## src/rtl/mtm_alu_deserializer.sv

```systemverilog
// Serial packet receiver for the ALU input: 11-bit frames (start, type, payload[7:0], stop),
// 8 DATA frames + 1 CTL frame per packet, presented as A/B/op/crc with one-cycle status pulses.
module mtm_alu_deserializer (
  input  logic        clk,
  input  logic        rst,
  input  logic        sin,
  output logic [31:0] A,
  output logic [31:0] B,
  output logic [2:0]  op,
  output logic [3:0]  crc,
  output logic        dataready,
  output logic        err_frame,
  output logic        err_data
);

  typedef enum logic [1:0] {IDLE, RX, WAIT_IDLE} state_t;

  state_t      state, state_nxt;
  logic [3:0]  bcnt;
  logic [3:0]  dcnt;
  logic [8:0]  sh;
  logic [63:0] shadow;

  logic        stop_edge, frame_ok, is_ctl, pkt_full, store;
  logic        dr_nxt, ef_nxt, ed_nxt;
  logic [2:0]  slot;

  always_ff @(posedge clk) begin
    if (!rst) state <= IDLE;
    else      state <= state_nxt;
  end

  always_comb begin
    state_nxt = state;
    unique case (state)
      IDLE:      if (!sin) state_nxt = RX;
      RX:        if (bcnt == 4'd9) state_nxt = sin ? IDLE : WAIT_IDLE;
      WAIT_IDLE: if (sin) state_nxt = IDLE;
      default:   state_nxt = IDLE;
    endcase
  end

  // sh[8] is the type bit, sh[7:0] the payload, once all 9 bits are in
  always_comb begin
    stop_edge = (state == RX) && (bcnt == 4'd9);
    frame_ok  = stop_edge && sin;
    is_ctl    = sh[8];
    pkt_full  = (dcnt == 4'd8);
    store     = frame_ok && !is_ctl && !pkt_full;
    dr_nxt    = frame_ok && is_ctl && pkt_full;
    ed_nxt    = frame_ok && (is_ctl != pkt_full);
    ef_nxt    = stop_edge && !sin;
    slot      = 3'd7 - dcnt[2:0];
  end

  always_ff @(posedge clk) begin
    if (!rst) begin
      bcnt      <= '0;
      dcnt      <= '0;
      sh        <= '0;
      shadow    <= '0;
      A         <= '0;
      B         <= '0;
      op        <= '0;
      crc       <= '0;
      dataready <= 1'b0;
      err_frame <= 1'b0;
      err_data  <= 1'b0;
    end else begin
      dataready <= dr_nxt;
      err_frame <= ef_nxt;
      err_data  <= ed_nxt;

      if (state == IDLE && !sin) begin
        bcnt <= '0;
      end else if (state == RX && !stop_edge) begin
        sh   <= {sh[7:0], sin};
        bcnt <= bcnt + 4'd1;
      end

      // Byte 1 lands in shadow[63:56] (B MSB), byte 8 in shadow[7:0] (A LSB)
      if (store) begin
        shadow[{slot, 3'b000} +: 8] <= sh[7:0];
        dcnt <= dcnt + 4'd1;
      end else if (stop_edge) begin
        dcnt <= '0;
      end

      if (dr_nxt) begin
        B   <= shadow[63:32];
        A   <= shadow[31:0];
        op  <= sh[6:4];
        crc <= sh[3:0];
      end
    end
  end

endmodule

```

## config.mk

```make
export PLATFORM = sky130hd
export DESIGN_NAME = mtm_alu_deserializer
export DESIGN_NICKNAME = d
export VERILOG_FILES = /design/src/rtl/mtm_alu_deserializer.sv
export SDC_FILE = /design/constraint.sdc
export NUM_CORES = 1
export LEC_CHECK = 0
export CORE_MARGIN = 5
export CORE_UTILIZATION = 57
export CTS_BUF_LIST = sky130_fd_sc_hd__clkbuf_4
export CTS_CLUSTER_SIZE = 8
export DETAILED_ROUTE_END_ITERATION = 10
export PLACE_DENSITY = 0.82
export SYNTH_ARGS = -nofsm -noshare
export SYNTH_HDL_FRONTEND = slang
export SYNTH_SLANG_ARGS = --single-unit
```

## constraint.sdc

```tcl
create_clock -name clk -period 3 [get_ports clk]
set_input_delay 0.3 -clock clk [delete_from_list [all_inputs] [get_ports clk]]
set_output_delay 0.3 -clock clk [all_outputs]
set_load 0.005 [all_outputs]
```

Yosys cells after proc, flatten, opt, wreduce, memory -nomap -nowiden
Cells that the tools add are included.
{"block": "word_totals", "regBits": 157, "in_bits": 3, "output_inout_bits": 74, "wordCells": 55}
{"block": "op_classes", "add_sub_neg": 4, "n_eq_ne": 8, "shifts": 2, "mux": 8, "bitwise": 2, "reduce_logical": 19}
{"cell": "bitwise mux 64 bit", "count": 1}
{"cell": "variable shift 8 x 8 -> 64 bit, first input constant", "count": 1}
{"cell": "indexed part select 8 x 8 -> 64 bit", "count": 1}
{"cell": "logical AND 1 bit", "count": 10}
{"cell": "adder 4 x 1 -> 4 bit, second input constant", "count": 2}
{"cell": "equality test 4 bit, second input constant", "count": 2}
{"cell": "two-way mux 2 bit", "count": 4}
{"cell": "two-way mux 4 bit", "count": 2}
{"cell": "negation 6 -> 8 bit", "count": 1}
{"cell": "one-hot mux 2 bit (3 select lines)", "count": 1}
{"cell": "logical NOT 1 bit", "count": 4}
{"cell": "!= test 2 bit, second input constant", "count": 2}
{"cell": "AND reduction 3 bit", "count": 1}
{"cell": "subtractor 3 bit, first input constant", "count": 1}
{"cell": "equality test 2 x 1 -> 1 bit, second input constant", "count": 1}
{"cell": "equality test 2 bit, second input constant", "count": 1}
{"cell": "logical NOT 2 bit", "count": 1}
{"cell": "!= test 2 x 1 -> 1 bit, second input constant", "count": 1}
{"cell": "inverter 1 bit", "count": 2}
{"cell": "AND reduction 2 bit", "count": 1}
{"cell": "nonzero test 2 bit", "count": 1}
{"cell": "OR reduction 2 bit", "count": 1}
{"cell": "!= test 1 bit", "count": 1}

Longest topological paths before layout
{"block": "logic_depth", "ltp_word": 6, "ltp_mapped": 9, "ltp_nobuf": 6}

Worst setup path before layout
Ideal clock, no wire load.
{"block": "synth_path", "path_type": "reg2reg", "startpoint": "register dcnt[0]", "endpoint": "register shadow[32]", "arrival_time_ns": 2.431, "required_ns": 2.880, "path_slack_ns": 0.449, "path_stages_with_launch": 9, "path_buffers": 3, "path_cell_list": "dfxtp_1 > clkbuf_1 > inv_1 > ha_1 > or3_1 > buf_2 > or4_1 > buf_4 > mux2i_1"}
{"block": "synth_via", "elab_chain_cells": 4}
{"item": "start, declared", "line_no": "20", "rtl": "logic [3:0] dcnt;"}
{"item": "start signal, assigned", "line_no": "84", "rtl": "dcnt <= dcnt + 4'd1;"}
{"item": "subtractor 3 bit", "line_no": "53", "rtl": "slot = 3'd7 - dcnt[2:0];"}
{"item": "negation 6 -> 8 bit", "line_no": "83", "rtl": "shadow[{slot, 3'b000} +: 8] <= sh[7:0];"}
{"item": "indexed part select 8 x 8 -> 64 bit or variable shift 8 x 8 -> 64 bit (tied branches)", "line_no": "83"}
{"item": "bitwise mux 64 bit", "line_no": "83"}
{"item": "end signal, assigned by index", "line_no": "83"}
{"item": "end, declared", "line_no": "22", "rtl": "logic [63:0] shadow;"}
Several ways; a longest one is shown, not always the timed one.
A chain may end at the register's enable or synchronous reset.

Final worst setup path
{"block": "layout_path", "startpoint": "register dcnt[1]", "endpoint": "register shadow[41]"}
The elaborated chain is that of the path after synthesis.

==> metrics.cfg <==
[status]
outcome = finished, final reports clean

[layout]
fillerInstances = 853
layout_commonest_cell = nand2_1
num_antenna_cells = 0
drive_gt1_frac = 0.07162
regArea_um2 = 3143
fin_nets = 752
multi_input_area_um2 = 2809
final_cell_mix = 247 x nand2_1, 157 x dfxtp_1, 83 x a21boi_0
fin_cells = 894
syn2layout_area_growth_pct = 18.42

[sta]
fin_crit_ns = 2.561
worst_clock_skew_ns = 0.01382
max_slew_margin = 0.4420
rsz0062_at_grt = false
fin_setup_tns_ns = 0
finalSetupViolations = 0
hold_viol = 0
finalCritPeriodShare = 0.8538
final_max_slew_viol_count = 0
worst_slew_pin_slew_ns = 0.8340
max_freq_mhz = 390.4

[floorplan]
start_util = 0.5753
core_region_area_um2 = 10700
ioPinCount = 77
die_width_um = 113.9
die_h_um = 113.9
rows = 38
design.die.area_um2 = 12980

[clock_tree]
cts_max_level = 4
post_cts.repair.setup_buffers = 0
clockBufferDepth = 2
ctsResizeCount = 0
hold_buffers = 0
clk_pin_slew_ns = 0.13
cts_tree = done
root_buffer = clkbuf_4
cts_sinks = 157
clkLatencyLatePin_ns = 0.53
cts_inserted_buffers = 17

[global_routing]
grt.total_usage = 0.2054
grt_antenna_before_repair = 0
grt_pass1_vias = 4536
grt-ovfl-total = 0
grt_max_degree = 75
grt_pass1_wl_um = 21440

[worst_setup_path]
cp_common_cell = ha_1
cpMaxStageDelayCell = or4_4
critPathTopFamily = simple AND/OR/NAND/NOR gates
worstSetupPathType = flop to flop
cp_max_fo = 10
reg2reg_setup_slack_ns = 0.44
cp_cell_sequence = ha_1 > ha_1 > buf_4 > or3_1 > or4_4 > mux2i_1
start_kind = flop
worstPathArrival_ns = 2.98
crit_required_ns = 3.42
cpPeakStageDelay_ns = 0.63
worst-path-buf-inv = 1
crit_path_end_kind = flop

[yosys]
synth_nets = 688
ys_async_sr_fraction = 0
post_synth_and_or_nand_nor_area_fraction = 0.2273
synth_flop_cell = dfxtp_1
ys_types = 33
synth_top_cell_by_area = dfxtp_1
synth_edf_count = 0
yosys.area.top_type_share = 0.5107
ys_warn_count = 0
ys_ff_latch = 157
synth-xor-area-share = 0.005692
synthTopCellsByArea = dfxtp_1 51%, nand2_1 15%, mux2i_1 10%
netlist_area_um2 = 6155
synthAdderAreaFrac = 0.01220
muxShareOfSynthArea = 0.1041
netlist_instances = 679
seq_area_frac_synth = 0.5107
synth_top_family_by_area = simple AND/OR/NAND/NOR gates
synth_compound_area_frac = 0.1061
syn_avg_cell_area_um2 = 9.064

[detailed_routing]
wl_um = 12980
drc = 0
routed_via_density = 5.223
route.detailed.wl_per_inst_um = 14.51
vias = 4669
ant_nets = 0
drt_first_pass_iters = 4
drt_iter0_markers = 262

[pwr]
peakVddDrop_v = 0.0002960
leakage_nw = 2.569
powerDensity_nw_per_um2 = 473.1

[place]
dp_cells = 864
io_buffers = 76
hpwl_um = 9095
gp_congestion = 0.8533

[flow_run]
max_cap_viol_count = 0

[worst_hold_path]
hp-class = input port to flop

-- per-stage QoR --
step | utilization | area, µm² | worst slack [ns] | total power, mW | hold WS (ns)
final | 0.6813 | 7288 | 0.4387 | 3.448 | 0.3152
after global routing | 0.6813 | 7288 | 0.3331 | 3.571 | 0.3144
after CTS | 0.6813 | 7288 | 0.4488 | 3.475 | 0.2883
after detailed placement | 0.6549 | 7005 | 0.4684 | 2.218 | 0.4469
after floorplan | - | 6155 | 0.4491 | 2.201 | 0.4350
after global placement | 0.6549 | 7005 | 0.5307 | 2.217 | 0.4471
-- power by group --
part | switching (mW) | leakage, nW | internal, mW
Combinational | 0.0499 | 1.16 | 0.0271
Clock | 0.705 | 0.144 | 0.572
Sequential | 0.00605 | 1.26 | 2.09
-- registers in the layout (all words and copies together) (netlist names), 3 cells and up --
name,cells
shadow,64
A,32
B,32
sh,9
bcnt,4
crc,4
dcnt,4
op,3
-- layer usage --
layer / vias up / global-route usage / share of wire
met5: - / 0 / 0
met4: 0 / 0.06968 / 0.020
met3: 22 / 0.04881 / 0.037
met2: 82 / 0.3557 / 0.49
met1: 2209 / 0.2511 / 0.45
li1: 2356 / - / -
-- synth_stat cells, types with 5 or more instances --
| master | number |
|---|---|
| nand2_1 | 247 |
| ha_1 | 6 |
| nand3b_1 | 8 |
| mux2i_1 | 64 |
| clkbuf_1 | 39 |
| a21boi_0 | 83 |
| nand3_1 | 12 |
| dfxtp_1 | 157 |
| nor2_1 | 9 |
| nand2b_1 | 5 |
-- kinds of logic after synthesis --
logic type,after synthesis
muxes,64
and+or+nand+nor,311
AOI/OAI and AO/OA,88
xor gates and xnor gates,4
adders and majority gates,6
DFF,157
buffers and inverters,49
-- worst paths after layout --
check,startpoint,end,depth (start not counted)
max reg2reg,dcnt[1],shadow[41],6
min reg2reg,shadow[2],shadow[2],2
max,dcnt[1],shadow[41],6
min,rst,shadow[50],3
-- worst register-to-register path: cells and delay by family (launching register included) --
| kind | cells | cell delay [ns] |
|---|---|---|
| multiplexers | 1 | 0.16 |
| AND/OR/NAND/NOR | 2 | 1.12 |
| flip-flops | 1 | 0.36 |
| buffers and inverters | 1 | 0.21 |
| adder cells (fa/ha/maj) | 2 | 0.60 |
-- final cells by class --
| cell class | instances | share of cell area |
|---|---|---|
| clock buffer | 18 | 0.01854 |
| clock inverter | 12 | 0.02026 |
| inverter | 4 | 0.002060 |
| multi-input combinational | 473 | 0.3854 |
| sequential | 157 | 0.4312 |
| tap | 140 | 0.02403 |
| timing repair buffer | 90 | 0.1185 |
(Power assumes the default switching activity.)
